### config.mk
export PLATFORM = sky130hd
export DESIGN_NAME = ascii8_mapper
export DESIGN_NICKNAME = d
export VERILOG_FILES = /design/src/rtl/ascii8_mapper.sv
export SDC_FILE = /design/constraint.sdc
export NUM_CORES = 1
export LEC_CHECK = 0
export ABC_AREA = 1
export BUFFER_PORTS_ARGS = -buffer_cell sky130_fd_sc_hd__buf_2
export CORE_MARGIN = 3
export CORE_UTILIZATION = 42
export DETAILED_ROUTE_END_ITERATION = 6
export PLACE_DENSITY = 0.7
export SLEW_MARGIN = 20
export SYNTH_ARGS = -nofsm -noshare
export SYNTH_HDL_FRONTEND = slang
export SYNTH_SLANG_ARGS = --single-unit
### constraint.sdc
create_clock -name CLK -period 1.5 [get_ports CLK]
set_input_delay 0.15 -clock CLK [delete_from_list [all_inputs] [get_ports CLK]]
set_output_delay 0.15 -clock CLK [all_outputs]
set_load 0.02 [all_outputs]
### src/rtl/ascii8_mapper.sv
// ASCII8 MegaROM cartridge mapper: four 8 KiB bank registers, window decode,
// and a req/ack ROM fetch that stretches the Z80 cycle with WAIT_n.
module ascii8_mapper #(
    parameter int unsigned ROM_ADDR_WIDTH = 20
) (
    input  logic                      CLK,
    input  logic                      RESET,
    input  logic                      SLTSL_n,
    input  logic                      MERQ_n,
    input  logic                      RD_n,
    input  logic                      WR_n,
    input  logic                      RFSH_n,
    input  logic [15:0]               ADDR,
    input  logic [7:0]                DIN,
    input  logic                      RESET_n,
    output logic [7:0]                DOUT,
    output logic                      BUSDIR_n,
    output logic                      WAIT_n,
    output logic                      INT_n,
    output logic                      MEM_REQ,
    output logic [ROM_ADDR_WIDTH-1:0] MEM_ADDR,
    input  logic                      MEM_ACK,
    input  logic [7:0]                MEM_RDATA
);

    localparam int unsigned BANK_W     = ROM_ADDR_WIDTH - 13;
    localparam logic [7:0]  DRAIN_LAST = 8'd254;

    typedef enum logic [1:0] {S_IDLE, S_REQ, S_HOLD, S_DRAIN} state_e;

    state_e                      state_q, state_d;
    logic [3:0][BANK_W-1:0]      bank_q, bank_d;
    logic                        prev_wr_q, prev_wr_d;
    logic                        prev_rd_q, prev_rd_d;
    logic [7:0]                  drain_cnt_q, drain_cnt_d;
    logic                        mem_req_q, mem_req_d;
    logic [ROM_ADDR_WIDTH-1:0]   mem_addr_q, mem_addr_d;
    logic [7:0]                  dout_q, dout_d;
    logic                        busdir_n_q, busdir_n_d;
    logic                        wait_n_q, wait_n_d;

    logic       wr_c, rd_c, wr_edge_c, rd_edge_c, in_window_c, bank_sel_c;
    logic [1:0] win_idx_c;

    assign wr_c        = SLTSL_n | MERQ_n | WR_n;
    assign rd_c        = SLTSL_n | MERQ_n | RD_n | ~RFSH_n;
    assign wr_edge_c   = prev_wr_q & ~wr_c;
    assign rd_edge_c   = prev_rd_q & ~rd_c;
    assign in_window_c = (ADDR[15:13] >= 3'd2) && (ADDR[15:13] <= 3'd5);
    assign win_idx_c   = 2'(ADDR[15:13] - 3'd2);
    assign bank_sel_c  = (ADDR[15:13] == 3'b011);

    // Next-state, bank update and registered-output computation
    always_comb begin
        state_d     = state_q;
        bank_d      = bank_q;
        prev_wr_d   = wr_c;
        prev_rd_d   = rd_c;
        drain_cnt_d = drain_cnt_q;
        mem_req_d   = mem_req_q;
        mem_addr_d  = mem_addr_q;
        dout_d      = dout_q;
        busdir_n_d  = busdir_n_q;
        wait_n_d    = wait_n_q;

        if (wr_edge_c && bank_sel_c) begin
            bank_d[ADDR[12:11]] = BANK_W'(DIN);
        end

        unique case (state_q)
            S_IDLE: begin
                if (rd_edge_c && in_window_c) begin
                    state_d    = S_REQ;
                    mem_req_d  = 1'b1;
                    mem_addr_d = {bank_q[win_idx_c], ADDR[12:0]};
                    wait_n_d   = 1'b0;
                end
            end
            S_REQ: begin
                if (MEM_ACK) begin
                    mem_req_d = 1'b0;
                    wait_n_d  = 1'b1;
                    if (!rd_c) begin
                        state_d    = S_HOLD;
                        dout_d     = MEM_RDATA;
                        busdir_n_d = 1'b0;
                    end else begin
                        state_d = S_IDLE;
                    end
                end
            end
            S_HOLD: begin
                if (rd_c) begin
                    state_d    = S_IDLE;
                    dout_d     = 8'h00;
                    busdir_n_d = 1'b1;
                end
            end
            S_DRAIN: begin
                if (MEM_ACK || (drain_cnt_q == DRAIN_LAST)) begin
                    state_d = S_IDLE;
                end else begin
                    drain_cnt_d = drain_cnt_q + 8'd1;
                end
            end
        endcase

        // Slot-bus reset: an in-flight fetch must swallow its late acknowledge
        if (!RESET_n) begin
            bank_d     = '0;
            prev_wr_d  = 1'b1;
            prev_rd_d  = 1'b1;
            mem_req_d  = 1'b0;
            mem_addr_d = '0;
            dout_d     = 8'h00;
            busdir_n_d = 1'b1;
            wait_n_d   = 1'b1;
            if (state_q == S_REQ) begin
                state_d     = MEM_ACK ? S_IDLE : S_DRAIN;
                drain_cnt_d = 8'd0;
            end else if (state_q != S_DRAIN) begin
                state_d     = S_IDLE;
                drain_cnt_d = 8'd0;
            end
        end
    end

    always_ff @(posedge CLK) begin
        if (RESET) begin
            state_q     <= S_IDLE;
            bank_q      <= '0;
            prev_wr_q   <= 1'b1;
            prev_rd_q   <= 1'b1;
            drain_cnt_q <= 8'd0;
            mem_req_q   <= 1'b0;
            mem_addr_q  <= '0;
            dout_q      <= 8'h00;
            busdir_n_q  <= 1'b1;
            wait_n_q    <= 1'b1;
        end else begin
            state_q     <= state_d;
            bank_q      <= bank_d;
            prev_wr_q   <= prev_wr_d;
            prev_rd_q   <= prev_rd_d;
            drain_cnt_q <= drain_cnt_d;
            mem_req_q   <= mem_req_d;
            mem_addr_q  <= mem_addr_d;
            dout_q      <= dout_d;
            busdir_n_q  <= busdir_n_d;
            wait_n_q    <= wait_n_d;
        end
    end

    assign DOUT     = dout_q;
    assign BUSDIR_n = busdir_n_q;
    assign WAIT_n   = wait_n_q;
    assign INT_n    = 1'b1;
    assign MEM_REQ  = mem_req_q;
    assign MEM_ADDR = mem_addr_q;

endmodule

Word-level counts from Yosys, hierarchy flattened
Cells that the tools add are included.
- mux-type cells: 34
- bitwise gates (word level): 10
- reduce and logical (&&, ||, !) cells: 12
- add/subtract/negate cells: 2
- eq/ne operators: 10
- order comparisons: 5
- operators with widths (kind ; count):
    $mux W8 ; 8
    $bwmux W28 ; 1
    $mux W2 ; 9
    $pmux W8 S2 ; 1
    $bmux W7 S2 ; 1
    $demux W7 S2 ; 1
    $mux W7 ; 2
    $ne A2 B2 Y1 const B ; 5
    $add A8 B1 Y8 const B ; 1
    $eq A8 B8 Y1 const B ; 1
    $pmux W2 S4 ; 1
    $mux W1 ; 7
    $lt A2 B3 Y1 const B ; 2
    $pmux W1 S2 ; 3
    $eq A2 B2 Y1 const B ; 2
    $logic_and A1 B1 Y1 ; 4
    $not A1 Y1 ; 4
    $or A1 B1 Y1 ; 4
    $reduce_and A4 Y1 ; 1
    $reduce_bool A2 Y1 ; 2
    $eq A3 B2 Y1 const B ; 1
    $ge A3 B2 Y1 const B ; 1
    $le A3 B3 Y1 const B ; 1
    $reduce_and A3 Y1 ; 1
    other kinds (8) ; 9
- output and inout bits: 32
- input bits: 41
- register bits: 71

Logic depth before layout (Yosys ltp)
- depth after elaboration: 11
- depth in mapped cells: 11

Worst setup path before layout
Ideal clock, no wire load.
- path kind: flip-flop to flip-flop
- start point: reg drain_cnt_q[0]
- end point: reg drain_cnt_q[7]
- stages on the path, launching flop included: 11
- slack: 0.232 ns
- data arrival time: 1.153 ns
- required time: 1.385 ns
- period minus slack after synthesis: 1.268 ns
- cell sequence: dfxtp_1 inv_1 ha_1 inv_1 nor2_1 nand2_1 nand3_1 nor2_1 nand3_1 nand2_1 nor2_1
- word-level cells in the longest chain between the ends: 7
- elaborated cells between the ends (all ways): 8
- classes of those cells: add/sub: 1; eq/ne: 1; mux: 5; reduce/logical: 1
- RTL lines (what ; RTL line ; source):
    from (decl) ; 35 ; logic [7:0] drain_cnt_q, drain_cnt_d;
    from (signal assigned) ; 145 ; drain_cnt_q <= drain_cnt_d;
    branches (longest 2 deep; another with $add A8 B1 Y8) ; -- ;
    $mux W8 (*) ; 100 ; if (MEM_ACK || (drain_cnt_q == DRAIN_LAST)) begin
    $mux W8 (*) ; 70 ; unique case (state_q)
    $mux W8 ; 121 ; end else if (state_q != S_DRAIN) begin
    $mux W8 ; 118 ; if (state_q == S_REQ) begin
    $mux W8 (*) ; 109 ; if (!RESET_n) begin
Every way passes the cells marked *.
A chain may end at the register's enable or synchronous reset.

Worst setup path after layout
- start point: reg drain_cnt_q[1]
- end point: reg drain_cnt_q[1]
- word-level cells in the longest chain between the ends: 7
- elaborated cells between the ends (all ways): 8
- classes of those cells: add/sub: 1; eq/ne: 1; mux: 5; reduce/logical: 1
- RTL lines (what ; RTL line):
    branches (longest 3 deep; another with $add A8 B1 Y8) ; --
    $mux W8 (*) ; 70
    $mux W8 ; 121
    $mux W8 ; 118
    $mux W8 (*) ; 109
Marked as above.

==> out/qor.csv <==
stage,metric,value,unit
placed_design,DP HPWL,5380,µm
detailed_routing,Initial DRC Count,165,
placed_design,Final Wtd Congestion,0.837,
placed_design,DP Area,0.00346,mm²
critical_path,critical path depth in cells,8,
power,Psw,0.875,mW
power,Tot Pwr,4.12,mW
critical_path,flop2flop setup slack,0.13,ns
synth,Synth Register Bits,71,
synth,largest area contributor in the netlist,dfxtp_1,
clock_tree,CTS max path bufs,2,
clock_tree,total CTS buffers,9,
critical_path,CP max stage delay,0.38,ns
synth,xor and xnor area share after synthesis,0.587,%
critical_path,slowest CP cell,dfxtp_1,
detailed_routing,Avg Vias per Cell,5.05,
synth,Synth Warn #,0,
detailed_routing,routed vias,2972,
cells_and_area,sequential cell area,0.00142,mm²
clock_tree,htree depth,3,
power,Lkg Pwr,1.58,nW
power,clock group share of total power,48.0,%
detailed_routing,DRC Markers,0,
min_path,cell depth of the worst min-delay path,3,
global_routing,pin count of the biggest net entering global routing,30,
min_path,HP Class,in2reg,
detailed_routing,ANT nets after route,0,
critical_path,crit path buf inv count,2,
power,Pint,3.24,mW
timing,setup TNS,0,ns
critical_path,critical path data required time,1.73,ns
timing,max-slew violations,0,
synth,top cell type's share of synthesized area,47.6,%
critical_path,Crit Path Max Fanout,6,
power,Logic pwr share,6.0,%
critical_path,Critical Path Start Type,flop,
placed_design,Place WS,0.0433,ns
timing,Final setup viols,0,
synth,multiplexer share of the synthesized area,0,%
critical_path,CP endpoint kind,flop,
power,PwrDens,1100,mW/mm²
detailed_routing,Routed wire per std cell,12.9,µm
critical_path,Critical Path Start,drain_cnt_q[1],
cells_and_area,NumNets Final,530,
clock_tree,Worst-path clk slew,0.08,ns
global_routing,gr ovfl total,0,
critical_path,worst reg2reg endpoint,drain_cnt_q[1],
synth,Synth Area in Adders,0.839,%
synth,Synth area leaders,"dfxtp_1 48%, nand2_1 10%, nor2_1 8.8%",
run,max cap viols,0,
timing,Tcrit/Tclk final,91.1,%
cells_and_area,Fill cells,685,
detailed_routing,"wirelength, routed",7560,µm
cells_and_area,Diodes inserted,0,
critical_path,crit-path leading delay family,simple AND/OR/NAND/NOR gates,
synth,post-synth net total,454,
timing,setup ws final,0.134,ns
clock_tree,Clock Sinks,71,
global_routing,vias in the first global route,2687,
cells_and_area,final instance area,0.00375,mm²
critical_path,Worst Reg-to-Reg Cells,8,
floorplanning,row count,30,
critical_path,CP Data Arrival Time,1.60,ns
clock_tree,clock tree root buffer cell,clkbuf_8,
floorplanning,Core Area,0.00683,mm²
synth,largest family of logic cells by synthesized area,simple AND/OR/NAND/NOR gates,
synth,simple-gate share of the synthesized area,27.4,%
synth,compound-gate portion of the synthesized area,16.6,%
cells_and_area,P&R area growth vs syn,25.7,%
outcome,status,completed,
floorplanning,starting density of the core,43.7,%
global_routing,total track usage,18.7,%
synth,"Seq/Total Area, Yosys",47.6,%
synth,Mean Syn Cell Area,7.26,µm²
global_routing,initial antenna violation count,0,
clock_tree,Worst-Skew Late Latency,0.34,ns
critical_path,critical path class,reg2reg,
floorplanning,IO Count,73,
critical_path,CP Cell Sequence,ha_1 -> inv_1 -> nor2_1 -> nand2_2 -> nand2_4 -> inv_2 -> o21ai_1 -> a21oi_1,
critical_path,worst r2r src,drain_cnt_q[1],
global_routing,first-pass GRT wire length,12500,µm
floorplanning,die area,0.00815,mm²
floorplanning,die width,90.3,µm
timing,Final Hold Viols,0,
cells_and_area,Multi-input gate area,0.00138,mm²
floorplanning,die height,90.3,µm
synth,synthesized area,0.00298,mm²
clock_tree,CTS tree,yes,
detailed_routing,first-pass detailed-route iteration total,4,
power,net switching share of the total power,21.2,%
power,Reg power frac,46.0,%
timing,WHS,0.0232,ns
timing,fin crit period,1.37,ns
critical_path,Worst Setup EP,drain_cnt_q[1],
power,maximum VDD drop,715,µV
synth,synth unique cells,26,
timing,f_max,732,MHz
synth,Gate Count Post-Synth,411,
cells_and_area,share of cells above drive strength 1,23.6,%
timing,skew final,0.00859,ns
placed_design,Port Buf Inserts,70,
==> repair_timing <==
item / in CTS / in global routing
endpoints found under the setup margin: 0 / 7
hold buffers: 0 / 0
buffers inserted: 0 / 1
resized for setup: 0 / 10
==> through the flow <==
| stage | utilization (%) | std cells |
|---|---|---|
| 2_1_floorplan | - | 411 |
| 5_1_grt | 54.9 | 588 |
| 6_report | 54.9 | 588 |
| 4_1_cts | 54.5 | 587 |
| 3_3_place_gp | 50.7 | 571 |
| 3_5_place_dp | 50.7 | 571 |
==> flip-flops by register name, summed over array words and instances (netlist names) <==
register     count
prev_rd_q        1
bank_q          28
DOUT             8
MEM_ADDR        20
drain_cnt_q      8
BUSDIR_n         1
WAIT_n           1
MEM_REQ          1
prev_wr_q        1
state_q          2
==> cells in the final DEF, fill, tap and decap left out, drive strengths merged, types with 3 or more instances in the layout <==
| master | n |
|---|---|
| buf | 83 |
| nand2 | 82 |
| nor2 | 73 |
| dfxtp | 71 |
| a21oi | 46 |
| o21ai | 43 |
| nand3 | 36 |
| inv | 23 |
| clkbuf | 9 |
| o22ai | 7 |
| clkinv | 4 |
| bufinv | 4 |
| nor3 | 3 |
==> logic make-up after synthesis <==
logic type / Yosys count
and+or+nand+nor: 196
buffers and inverters: 42
adders and majority gates: 2
DFF: 71
other: 1
AOI/OAI and AO/OA: 97
xor gates and xnor gates: 2
==> power by group through the flow <==
stage / logic (mW) / registers [mW] / clock network, mW
after CTS: 0.245 / 1.89 / 2.02
after global routing: 0.273 / 1.89 / 2.12
final: 0.248 / 1.89 / 1.98
after detailed placement: 0.245 / 1.94 / 0
after floorplan: 0.123 / 1.94 / 0
after global placement: 0.243 / 1.94 / 0
==> cells in the mapped netlist, drive strengths merged <==
cell	count
conb	1
ha	2
nand2	82
nor3	3
dfxtp	71
a22oi	1
o21ai	43
o22ai	7
nand4	2
a21oi	46
nand3	36
clkbuf	4
nor2	73
buf	14
xor2	2
clkinv	1
inv	23
==> layer usage <==
layer	up-vias	GRT usage [%]	share of wire, %
li1	1509	-	-
met1	1345	24.9	46
met2	101	28.2	44
met3	17	5.42	6.6
met4	0	8.04	2.5
met5	-	0	0
==> worst min path at each step <==
stage	endpoint	startpoint	slack (ns)
2_1_floorplan	prev_rd_q	RD_n	0.26
3_3_place_gp	prev_wr_q	WR_n	0.38
3_5_place_dp	MEM_ADDR[3]	ADDR[3]	0.38
4_1_cts	prev_wr_q	WR_n	0.01
5_1_grt	prev_rd_q	RD_n	0.03
6_report	prev_wr_q	WR_n	0.02
==> worst reg2reg max path, delay by kind of cell (launching register included) <==
kind / cells / cell delay, ns
simple gates: 3 / 0.41
flops: 1 / 0.38
compound gates: 2 / 0.20
fa+ha+maj: 1 / 0.16
buf+inv: 2 / 0.11
==> layout make-up <==
| type | count | area share [%] |
|---|---|---|
| multi-input cells | 298 | 36.9 |
| clock buffers | 9 | 3.30 |
| well taps | 96 | 3.20 |
| flip-flops and latches | 71 | 37.9 |
| repair buffers | 83 | 12.6 |
| clock inverters | 7 | 3.60 |
| inverters | 24 | 2.50 |
(Power assumes the default switching activity.)
